File: src/rtl/display_pkg.sv
// Shared types and constants for the seven-segment scan driver.
// Segment patterns are active-low, bit order {dp,g,f,e,d,c,b,a}.
package display_pkg;

    localparam int NUM_DIGITS = 4;

    typedef logic [7:0] seg_t;
    typedef logic [3:0] bcd_t;

    localparam seg_t SEG_OFF = 8'hFF;

    // Digit patterns with dp off; the decoder uses the low seven bits.
    localparam seg_t SEG_0 = 8'hC0;
    localparam seg_t SEG_1 = 8'hF9;
    localparam seg_t SEG_2 = 8'hA4;
    localparam seg_t SEG_3 = 8'hB0;
    localparam seg_t SEG_4 = 8'h99;
    localparam seg_t SEG_5 = 8'h92;
    localparam seg_t SEG_6 = 8'h82;
    localparam seg_t SEG_7 = 8'hF8;
    localparam seg_t SEG_8 = 8'h80;
    localparam seg_t SEG_9 = 8'h90;

endpackage

File: src/rtl/display_scan_chk.sv
// Elaboration-time checks on the scan timing parameters.
module display_scan_chk #(
    parameter int SLOT_CYCLES  = 100000,
    parameter int BLANK_CYCLES = 1000,
    parameter int BLINK_FRAMES = 125
) ();

    if (SLOT_CYCLES < 2) begin : g_slot_err
        $error("display_scan: SLOT_CYCLES must be at least 2");
    end
    if (BLANK_CYCLES < 0 || BLANK_CYCLES >= SLOT_CYCLES) begin : g_blank_err
        $error("display_scan: BLANK_CYCLES must be in 0..SLOT_CYCLES-1");
    end
    if (BLINK_FRAMES < 1) begin : g_blink_err
        $error("display_scan: BLINK_FRAMES must be at least 1");
    end

endmodule

File: src/rtl/seg_decode.sv
// BCD to active-low {g..a} segment pattern; codes 10-15 leave all segments off.
module seg_decode
    import display_pkg::*;
(
    input  bcd_t       bcd,
    output logic [6:0] seg
);

    // Table lookup of the seven segment lines.
    always_comb begin
        seg = SEG_OFF[6:0];
        case (bcd)
            4'd0:    seg = SEG_0[6:0];
            4'd1:    seg = SEG_1[6:0];
            4'd2:    seg = SEG_2[6:0];
            4'd3:    seg = SEG_3[6:0];
            4'd4:    seg = SEG_4[6:0];
            4'd5:    seg = SEG_5[6:0];
            4'd6:    seg = SEG_6[6:0];
            4'd7:    seg = SEG_7[6:0];
            4'd8:    seg = SEG_8[6:0];
            4'd9:    seg = SEG_9[6:0];
            default: seg = SEG_OFF[6:0];
        endcase
    end

endmodule

File: src/rtl/display_scan.sv
// Four-digit common-anode scan driver with inter-digit blanking,
// per-digit blank/blink/dp masks and a frame-coherent input latch.
module display_scan
    import display_pkg::*;
#(
    parameter int SLOT_CYCLES  = 100000,
    parameter int BLANK_CYCLES = 1000,
    parameter int BLINK_FRAMES = 125
) (
    input  logic                  clk,
    input  logic                  rst,
    input  logic [15:0]           digits,
    input  logic [NUM_DIGITS-1:0] blank_mask,
    input  logic [NUM_DIGITS-1:0] blink_mask,
    input  logic [NUM_DIGITS-1:0] dp_mask,
    output logic [NUM_DIGITS-1:0] an,
    output seg_t                  sevenseg
);

    localparam int SCW = (SLOT_CYCLES > 1) ? $clog2(SLOT_CYCLES) : 1;
    localparam int FCW = (BLINK_FRAMES > 1) ? $clog2(BLINK_FRAMES) : 1;
    localparam logic [SCW-1:0] SC_LAST  = SCW'(SLOT_CYCLES - 1);
    localparam logic [SCW-1:0] SC_BLANK = SCW'(BLANK_CYCLES);
    localparam logic [FCW-1:0] FC_LAST  = FCW'(BLINK_FRAMES - 1);

    display_scan_chk #(
        .SLOT_CYCLES (SLOT_CYCLES),
        .BLANK_CYCLES(BLANK_CYCLES),
        .BLINK_FRAMES(BLINK_FRAMES)
    ) u_chk ();

    logic [SCW-1:0]        sc_r;
    logic [1:0]            idx_r;
    logic [FCW-1:0]        fc_r;
    logic                  ph_r;
    logic [15:0]           digits_r;
    logic [NUM_DIGITS-1:0] blank_r, blink_r, dp_r;
    logic [NUM_DIGITS-1:0] an_r;
    seg_t                  seg_r;

    logic                  frame_start_s;
    logic [15:0]           cur_digits_s;
    logic [NUM_DIGITS-1:0] cur_blank_s, cur_blink_s, cur_dp_s;
    bcd_t                  digit_s;
    logic [6:0]            seg7_s;
    logic                  lit_s;
    logic [NUM_DIGITS-1:0] an_next_s;
    seg_t                  seg_next_s;

    assign frame_start_s = (sc_r == '0) && (idx_r == 2'd0);

    // The cycle that loads the latch also drives the output, so it sees the incoming values.
    always_comb begin
        cur_digits_s = digits_r;
        cur_blank_s  = blank_r;
        cur_blink_s  = blink_r;
        cur_dp_s     = dp_r;
        if (frame_start_s) begin
            cur_digits_s = digits;
            cur_blank_s  = blank_mask;
            cur_blink_s  = blink_mask;
            cur_dp_s     = dp_mask;
        end else begin
            cur_digits_s = digits_r;
            cur_blank_s  = blank_r;
            cur_blink_s  = blink_r;
            cur_dp_s     = dp_r;
        end
        digit_s = cur_digits_s[{idx_r, 2'b00} +: 4];
    end

    seg_decode u_dec (
        .bcd(digit_s),
        .seg(seg7_s)
    );

    // Next pin values for the current slot position.
    always_comb begin
        an_next_s  = 4'b1111;
        seg_next_s = SEG_OFF;
        lit_s = (sc_r >= SC_BLANK) && !cur_blank_s[idx_r] && !(cur_blink_s[idx_r] && ph_r);
        if (lit_s) begin
            an_next_s  = ~(4'b0001 << idx_r);
            seg_next_s = {~cur_dp_s[idx_r], seg7_s};
        end else begin
            an_next_s  = 4'b1111;
            seg_next_s = SEG_OFF;
        end
    end

    // Slot/digit/frame counters, blink phase, frame latch and registered pins.
    always_ff @(posedge clk) begin
        if (rst) begin
            sc_r     <= '0;
            idx_r    <= 2'd0;
            fc_r     <= '0;
            ph_r     <= 1'b0;
            digits_r <= 16'h0000;
            blank_r  <= 4'b0000;
            blink_r  <= 4'b0000;
            dp_r     <= 4'b0000;
            an_r     <= 4'b1111;
            seg_r    <= SEG_OFF;
        end else begin
            if (sc_r == SC_LAST) begin
                sc_r  <= '0;
                idx_r <= idx_r + 2'd1;
                if (idx_r == 2'd3) begin
                    if (fc_r == FC_LAST) begin
                        fc_r <= '0;
                        ph_r <= ~ph_r;
                    end else begin
                        fc_r <= fc_r + {{(FCW-1){1'b0}}, 1'b1};
                    end
                end
            end else begin
                sc_r <= sc_r + {{(SCW-1){1'b0}}, 1'b1};
            end
            if (frame_start_s) begin
                digits_r <= digits;
                blank_r  <= blank_mask;
                blink_r  <= blink_mask;
                dp_r     <= dp_mask;
            end
            an_r  <= an_next_s;
            seg_r <= seg_next_s;
        end
    end

    assign an       = an_r;
    assign sevenseg = seg_r;

endmodule

File: config.mk
export PLATFORM = sky130hd
export DESIGN_NAME = display_scan
export DESIGN_NICKNAME = d
export VERILOG_FILES = /design/src/rtl/display_pkg.sv /design/src/rtl/display_scan_chk.sv /design/src/rtl/seg_decode.sv /design/src/rtl/display_scan.sv
export SDC_FILE = /design/constraint.sdc
export NUM_CORES = 1
export LEC_CHECK = 0
export CAP_MARGIN = 10
export CORE_ASPECT_RATIO = 1.4
export CORE_MARGIN = 4
export CORE_UTILIZATION = 40
export CTS_CLUSTER_SIZE = 30
export DETAILED_ROUTE_END_ITERATION = 16
export PLACE_DENSITY = 0.59
export SYNTH_ARGS = -nofsm -noshare
export SYNTH_HDL_FRONTEND = slang
export SYNTH_SLANG_ARGS = --single-unit
File: constraint.sdc
create_clock -name clk -period 3.55 [get_ports clk]
set_input_delay 0.8875 -clock clk [delete_from_list [all_inputs] [get_ports clk]]
set_output_delay 0.8875 -clock clk [all_outputs]
set_load 0.005 [all_outputs]
* After elaboration in Yosys (flattened, before gate mapping)
Memory sizes are Yosys's and may differ from the RTL's. A register that Yosys moved wholly into a read port is not among the register bits.
Cells that the tools add are included.
** Word-level totals
- Register bits :: 67
- ROM bits :: 112
- Input bits :: 30
- Output and inout bits :: 12
- Word-level logic and storage cells :: 48
- Memories kept :: 1
** Operators by class
- Add/sub/neg operators :: 3
- $lt $le $gt $ge :: 2
- Equal/unequal tests :: 3
- Shifts and indexed selects :: 2
- Mux-type cells :: 11
- Bitwise gates (word level) :: 4
- Reductions and logical operators :: 12
** Memories
- (name not given) :: words 16, width 7, rd ports 1, clocked after memory_dff 1, wr ports 0, RTL line seg_decode.sv:12 : case (bcd)
** Operators by type and width (count)
- adder 17 x 1 -> 17 bit (second input constant) :: 1
- == test 17 bit (second input constant) :: 1
- greater-or-equal comparator 17 x 10 -> 1 bit (second input constant) :: 1
- zero test 17 bit :: 1
- 2-to-1 mux 16 bit :: 1
- variable part select 16 x 5 -> 4 bit :: 1
- 2-to-1 mux 4 bit :: 3
- adder 7 x 1 -> 7 bit (second input constant) :: 1
- == test 7 bit (second input constant) :: 1
- 2-to-1 mux 7 bit :: 1
- binary-select mux 1 bit (select 2 bit) :: 3
- logical AND 1 bit :: 4
- inverter 4 bit :: 1
- OR reduction 2 bit :: 2
- left shift 1 x 2 -> 4 bit (first input constant) :: 1
- less-than comparator 2 x 3 -> 1 bit (second input constant) :: 1
- 2-to-1 mux 1 bit :: 3
- inverter 1 bit :: 3
- AND reduction 3 bit :: 1
- adder 2 x 1 -> 2 bit (second input constant) :: 1
- == test 2 bit (second input constant) :: 1
- zero test 1 bit :: 2
- zero test 2 bit :: 1
- AND reduction 2 bit :: 1

* Longest topological paths before layout
Gate-level depths: netlist of the first run.
- Depth after elaboration :: 10
- Gate-level depth with buffers :: 13
- Depth with buffers taken out :: 10

* Modules after synthesis
Synthesis of the first run repeated with hierarchy kept, for this count alone.
** Unflattened totals
- Cells, all modules :: 387
- Area total of the unflattened synthesis :: 3392.0 µm²
** Modules (own cells, without submodules)
- display_scan :: times used 1, cells each 354, area an instance 3181.8 µm², seq. area each 1341.3 µm²
- seg_decode :: times used 1, cells each 33, area an instance 210.2 µm², seq. area each 0.0 µm²

* Worst setup path before layout of the first run
OpenSTA, ideal clock, no wires.
- Path type :: reg-to-reg
- From :: register idx_r[0]
- To :: register seg_r[4] (netlist: sevenseg[4])
- Library setup time :: 0.079 ns
- Arrival :: 3.014 ns
- Data required time :: 3.471 ns
- Setup slack :: 0.456 ns
- Cell stages (with the launch flop) :: 13
- Buffers on the path :: 3
- Clock period less this slack :: 3.094 ns
- Path through :: dfxtp_1 -> clkbuf_1 -> clkinv_1 -> ha_1 -> and4b_1 -> and4_4 -> buf_12 -> buf_8 -> mux2i_1 -> mux4_2 -> ha_1 -> mux2_4 -> a22oi_1
** Between the ends
- Cells in the longest elaborated chain, start to end :: 10
- Elaborated cells between the ends (all ways) :: 17
- Classes of those cells :: shift: 1; mux: 7; bitwise: 1; reduce/logical: 8
** Ends and longest elaborated chain
- start: declaration :: RTL line display_scan.sv:33 : logic [1:0] idx_r;
- start signal: assignment :: RTL line display_scan.sv:107 : idx_r <= idx_r + 2'd1;
- zero test 2 bit :: RTL line display_scan.sv:50 : assign frame_start_s = (sc_r == '0) && (idx_r == 2'd0);
- logical AND 1 bit :: RTL line display_scan.sv:50
- 2-to-1 mux 4 bit :: RTL line display_scan.sv:58 : if (frame_start_s) begin
- binary-select mux 1 bit (select 2 bit) :: RTL line display_scan.sv:81 : lit_s = (sc_r >= SC_BLANK) && !cur_blank_s[idx_r] && !(cur_blink_s[idx_r] && ph_r);
- 2-to-1 mux 1 bit (not written as such) :: RTL line display_scan.sv:81
- zero test 1 bit or logical AND 1 bit (tied branches) :: RTL line display_scan.sv:81
- logical AND 1 bit or zero test 1 bit (tied branches) :: RTL line display_scan.sv:81
- logical AND 1 bit :: RTL line display_scan.sv:81
- inverter 1 bit (no source line)
- OR reduction 2 bit (no source line)
- end: declaration :: RTL line display_scan.sv:39 : seg_t seg_r;
Parallel ways exist; a longest one is shown, timed or not. The select of a mux whose other input is x is not followed.
A chain may end at the register's enable or synchronous reset.

* Worst setup path in the final report of the first run
- From :: register idx_r[1]
- To :: register seg_r[0] (netlist: sevenseg[0])
The elaborated chain is that of the path after synthesis.

==> impl_metrics.yaml, run 1 <==
die:
  die_h_um: 112
  area_of_the_core_um2: 7450
  num_rows: 37
  start_util_pct: 41.6
  total_die_area_um2: 9250
  die-width_um: 82.5
  floorplan.io_pins: 42
synth:
  mappedNetlistArea_um2: 3100
  synth_nets: 346
  synth_seq_area_share_pct: 43.2
  synth_async_sr_flop_share_pct: 0
  netlist_instances: 303
  edff_count_synth: 0
  yosysUniqueCellTypes: 43
  post_synth.cell_area_avg_um2: 10.2
  ys.flop_type: "dfxtp_1"
  synthesis.yosys.warnings: 0
  synth_seq_cells: 67
clock_tree:
  cts.reportedPaths.clkPinSlew_ns: 0.07
  cts-htree-levels: 3
  cts-root-buf: "clkbuf_8"
  cts.repair.resized: 0
  clk_path_buf_depth: 2
  clk_latency_ns: 0.33
  tritoncts: "yes"
  ctsHoldBuffers: 0
  cts.sink_count: 67
  postCtsSetupBuffers: 0
  cts_made_buffers: 9
cells_and_area:
  antenna_cells: 0
  layout.cells.most_common: "dfxtp_1"
  nNetsFinal: 393
  layout_cells_sized_above_1_pct: 11.3
  utilization_pct: 51.6
  area_growth_pct: 24.0
  final_cells: 452
  layout.cells.most_common_list: "dfxtp_1 (67), nor2_1 (64), clkdlybuf4s50_1 (41)"
drt:
  tritonroute_pass_1_iters: 4
  drc_violation_total_after_the_first_tritonroute_iteration: 91
  drt.antenna.violating_nets: 0
  routedWlPerCell_um: 14.2
  drt-total-wl_um: 6400
  vias_per_cell: 4.94
  via_count: 2232
  remaining_drc_errors: 0
grt:
  first_global_vias: 2119
  grt_start_max_net_pins: 35
  grt_first_pass_wirelength_um: 10400
  globalRouteTotalUtil_pct: 14.8
  antenna_found_initial: 0
  globalRoute.totalOverflow: 0
setup_path:
  worst_path_maximum_fanout: 22
  start_kind: "register"
  reg2reg_depth: 8
  worst_ep_required_time_ns: 3.73
  reg2reg_from: "idx_r[1]$_SDFFE_PP0P_"
  worst_setup_path_end_kind: "register"
  worst-setup-path-type: "register to register"
  worst_ep_arrival_time_ns: 3.25
  crit_path_launch: "idx_r[1]$_SDFFE_PP0P_"
  timing.critical_path.to: "sevenseg[0]$_SDFF_PP1_"
  worstReg2RegEnd: "sevenseg[0]$_SDFF_PP1_"
  r2r_setup_slack_ns: 0.49
pwr:
  design_power_total_mw: 1.81
  worst_ir_drop_vdd_uv: 251
  p_per_area_nw_per_um2: 471
  power_leakage_nw: 1.56
sta:
  period_needed_ns: 3.06
  worst_slew_pin_slew_ns: 0.547
  setup_tns_ns: 0
  max_slew_violation_total_from_the_final_report: 0
  report.final.hold_viol_count: 0
  grt_setup_unrepaired: "no"
  max_freq_ghz: 0.326
  slew_headroom_pct: 63.2
  finalSetupViolations: 0
  timing.clock.skew_ns: 0.00817
  whs_ns: 0.482
  post-route-period-util_pct: 86.3
placed_design:
  final_weighted_congestion_in_routability_driven_placement: 0.825
  numPortBuffers: 41
  placed_cells: 436
  hpwl_um: 4780
run_status:
  outcome: "finished, final reports clean"
min_path:
  min-delay-path-class: "register to register"
flow_run:
  max_cap_viol_count: 0
==> layout make-up <==
type | instances | area [µm²]
sequential | 67 | 1340
fill | 689 | 3600
tap | 97 | 121
multi-input combinational | 212 | 1630
inverter | 11 | 41.3
timing repair buffer | 49 | 470
clock buffer | 11 | 141
clock inverter | 5 | 100
==> sequential cells by signal, summed over array words and instances (netlist names) <==
| register | flops |
|---|---|
| dp_r | 4 |
| fc_r | 7 |
| an | 4 |
| digits_r | 16 |
| ph_r | 1 |
| blink_r | 4 |
| sevenseg | 8 |
| idx_r | 2 |
| blank_r | 4 |
| sc_r | 17 |
==> how the worst min path moves through the flow <==
stage,start,end,slack (ns),cells past startpoint
after CTS,sc_r[0]$_SDFF_PP0_,sc_r[0]$_SDFF_PP0_,0.49,1
after global routing,dp_r[3]$_SDFF_PP0_,dp_r[3]$_SDFF_PP0_,0.51,2
after global placement,sc_r[0]$_SDFF_PP0_,sc_r[0]$_SDFF_PP0_,0.46,1
final,sc_r[0]$_SDFF_PP0_,sc_r[0]$_SDFF_PP0_,0.48,1
after floorplan,sc_r[0]$_SDFF_PP0_,sc_r[0]$_SDFF_PP0_,0.44,1
after detailed placement,sc_r[0]$_SDFF_PP0_,sc_r[0]$_SDFF_PP0_,0.47,1
==> critical path, cell delays in order (launching register included) <==
cell and delay [ns]:
dfxtp_1 0.42, inv_2 0.10, ha_1 0.19, and4b_1 0.20, and4_4 0.46, mux4_1 0.60
a22o_1 0.26, nor4b_2 0.53, a22oi_1 0.17
==> power breakdown <==
group	total [mW]	switching [mW]	internal (mW)	leakage (nW)
logic	0.254	0.116	0.138	0.891
clock network	0.760	0.276	0.484	0.123
registers	0.799	0.0141	0.785	0.546
total	1.81	0.406	1.41	1.56
==> cell usage after synthesis, types with 2 or more instances <==
cell / number / share of area [%]
dfxtp_1: 67 / 43
nor2_1: 64 / 7.7
mux2i_1: 33 / 11
nand2_1: 16 / 1.9
xnor2_1: 14 / 4.0
ha_1: 13 / 5.2
xor2_1: 10 / 2.8
inv_1: 9 / 1.1
mux4_2: 9 / 6.5
nand3_1: 9 / 1.5
clkbuf_1: 7 / 0.85
and4_1: 6 / 1.7
nor3_1: 6 / 0.97
a22oi_1: 5 / 1.2
a21boi_0: 2 / 0.48
and3_1: 2 / 0.40
mux2_4: 2 / 0.97
mux4_1: 2 / 1.7
o21ai_0: 2 / 0.32
or3_1: 2 / 0.40
==> cells by family (layout without fill, tap and decap cells) <==
| family | count (synthesis) | count (layout) | share of synthesized area [%] |
|---|---|---|---|
| xor gates and xnor gates | 24 | 24 | 6.77 |
| AOI/OAI and AO/OA | 13 | 13 | 3.02 |
| adders and majority gates | 13 | 13 | 5.24 |
| and+or+nand+nor | 115 | 115 | 17.4 |
| DFF | 67 | 67 | 43.2 |
| muxes | 47 | 47 | 20.2 |
| buffers and inverters | 24 | 76 | 4.19 |
==> per-stage QoR <==
| step | area, µm² | setup WS (ns) |
|---|---|---|
| after floorplan | 3100 | 0.456 |
| after global placement | 3610 | 0.614 |
| after detailed placement | 3610 | 0.477 |
| after CTS | 3850 | 0.483 |
| after global routing | 3850 | 0.301 |
| final | 3850 | 0.485 |
==> metal layers <==
| metal | up-vias | track usage [%] | wire length (µm) |
|---|---|---|---|
| met1 | 1051 | 19.1 | 2900 |
| li1 | 1131 | - | - |
| met4 | 0 | 6.43 | 103 |
| met2 | 41 | 23.4 | 3140 |
| met5 | - | 0 | 0 |
| met3 | 9 | 3.29 | 262 |
Note: power is estimated with default switching activity, not from simulation.
==> run 2: changes to the inputs <==
--- a/config.mk
+++ b/config.mk
@@ -5,9 +5,9 @@
 export SDC_FILE = /design/constraint.sdc
 export NUM_CORES = 1
 export LEC_CHECK = 0
-export CAP_MARGIN = 10
+export CAP_MARGIN = 0
 export CORE_ASPECT_RATIO = 1.4
-export CORE_MARGIN = 4
+export CORE_MARGIN = 2
 export CORE_UTILIZATION = 40
 export CTS_CLUSTER_SIZE = 30
 export DETAILED_ROUTE_END_ITERATION = 16
==> constraint.sdc (replaced) <==
create_clock -name clk -period 2.9 [get_ports clk]
set_input_delay 0.725 -clock clk [delete_from_list [all_inputs] [get_ports clk]]
set_output_delay 0.725 -clock clk [all_outputs]
set_load 0.005 [all_outputs]
==> impl_metrics.yaml, run 2 (synthesized netlist as in run 1, its figures left out) <==
drt:
  vias_per_cell: 4.86
  drt-total-wl_um: 6270
  via_count: 2245
  drc_violation_total_after_the_first_tritonroute_iteration: 72
  tritonroute_pass_1_iters: 4
  remaining_drc_errors: 0
  drt.antenna.violating_nets: 0
  routedWlPerCell_um: 13.6
run_status:
  outcome: "finished, final reports clean"
clock_tree:
  clk_latency_ns: 0.34
  tritoncts: "yes"
  cts-root-buf: "clkbuf_8"
  clk_path_buf_depth: 2
  cts_made_buffers: 9
  cts.sink_count: 67
  ctsHoldBuffers: 0
  postCtsSetupBuffers: 0
  cts.reportedPaths.clkPinSlew_ns: 0.07
  cts-htree-levels: 3
sta:
  worst_slew_pin_slew_ns: 0.416
  finalSetupViolations: 0
  max_slew_violation_total_from_the_final_report: 0
  max_freq_ghz: 0.372
  report.final.hold_viol_count: 0
  post-route-period-util_pct: 92.8
  timing.clock.skew_ns: 0.00555
  grt_setup_unrepaired: "no"
  whs_ns: 0.484
  slew_headroom_pct: 72.1
  period_needed_ns: 2.69
  setup_tns_ns: 0
cells_and_area:
  area_growth_pct: 26.3
  nNetsFinal: 400
  largest_register: "sc_r"
  utilization_pct: 51.2
  final-seq-area_um2: 1340
  layout.cells.most_common: "dfxtp_1"
  antenna_cells: 0
  stdcell_area_um2: 3920
  final_cells: 462
  filler_cell_count: 705
  multi_input_area_um2: 1650
  number_of_flip_flops_under_the_largest_register_name: 17
  layout.cells.most_common_list: "dfxtp_1 (67), nor2_1 (64), clkdlybuf4s50_1 (41)"
  layout_cells_sized_above_1_pct: 13.8
grt:
  globalRouteTotalUtil_pct: 16.3
  first_global_vias: 2248
  antenna_found_initial: 0
  grt_first_pass_wirelength_um: 10600
  globalRoute.totalOverflow: 0
  grt_start_max_net_pins: 35
placed_design:
  numPortBuffers: 41
  placed_cells: 445
  placed_area_um2: 3670
  hpwl_um: 4610
  final_weighted_congestion_in_routability_driven_placement: 0.802
die:
  floorplan.io_pins: 42
  area_of_the_core_um2: 7650
  die_h_um: 108
  num_rows: 38
  total_die_area_um2: 8490
  start_util_pct: 40.6
  die-width_um: 78.5
flow_run:
  max_cap_viol_count: 0
pwr:
  power_leakage_nw: 1.59
  worst_ir_drop_vdd_uv: 306
  p_per_area_nw_per_um2: 541
setup_path:
  worst_path_maximum_fanout: 13
  crit_path_launch: "sc_r[7]$_SDFF_PP0_"
  reg2reg_from: "sc_r[7]$_SDFF_PP0_"
  timing.critical_path.to: "sevenseg[4]$_SDFF_PP1_"
  worst_ep_required_time_ns: 3.16
  worstReg2RegEnd: "sevenseg[4]$_SDFF_PP1_"
  worst_ep_arrival_time_ns: 2.95
  start_kind: "register"
  r2r_setup_slack_ns: 0.21
  worst-setup-path-type: "register to register"
  worst_setup_path_end_kind: "register"
  reg2reg_depth: 9
min_path:
  hp-start: "sc_r[0]$_SDFF_PP0_"
  min-delay-path-class: "register to register"
==> run 2: what timing repair did <==
item                       4_1_cts  5_1_grt
resized for setup                0        2
setup endpoints to repair        0        7
hold endpoints to repair         0        0
==> run 2: stage by stage <==
step | worst slack [ns] | total power [mW]
floorplan | 0.0419 | 1.24
global placement | 0.138 | 1.32
detailed placement | 0.0942 | 1.32
CTS | 0.0752 | 2.13
global route | 0.00912 | 2.22
finish | 0.210 | 2.12
==> run 2: area by class of cell <==
cell class | count | share of cell area (%)
Clock buffer | 12 | 4.21
Timing Repair Buffer | 56 | 14.1
Multi-Input combinational cell | 212 | 42.0
Inverter | 11 | 1.09
Tap cell | 100 | 3.19
Clock inverter | 4 | 1.21
Sequential cell | 67 | 34.2
==> run 2: per-layer routing <==
layer	up-vias	GRT usage, %	routed length (µm)	share of wire [%]
met1	1052	17.7	2670	43
met3	11	4.84	212	3.4
met4	0	8.15	121	1.9
met2	33	28.8	3270	52
li1	1149	-	-	-
met5	-	0	0	0
==> run 2: worst min-delay path by stage <==
stage	to	slack [ns]	cells after the start
floorplan	sc_r[0]$_SDFF_PP0_	0.44	1
global placement	digits_r[4]$_SDFF_PP0_	0.46	2
detailed placement	sc_r[0]$_SDFF_PP0_	0.47	1
CTS	sc_r[0]$_SDFF_PP0_	0.49	1
global route	sc_r[0]$_SDFF_PP0_	0.50	1
finish	sc_r[0]$_SDFF_PP0_	0.48	1
==> run 2: critical path: stages, from the launching register on <==
cell and delay [ns]:
dfxtp_1 0.36, nor4_1 0.23, and4b_1 0.22, and4_4 0.30
buf_12 0.17, mux2i_1 0.10, mux4_2 0.56, ha_1 0.24
mux2_4 0.27, a22oi_1 0.15
==> run 2: power by group <==
| part | switching (mW) | internal (mW) |
|---|---|---|
| combinational | 0.147 | 0.189 |
| clock | 0.342 | 0.464 |
| sequential | 0.0176 | 0.961 |
| total | 0.506 | 1.61 |
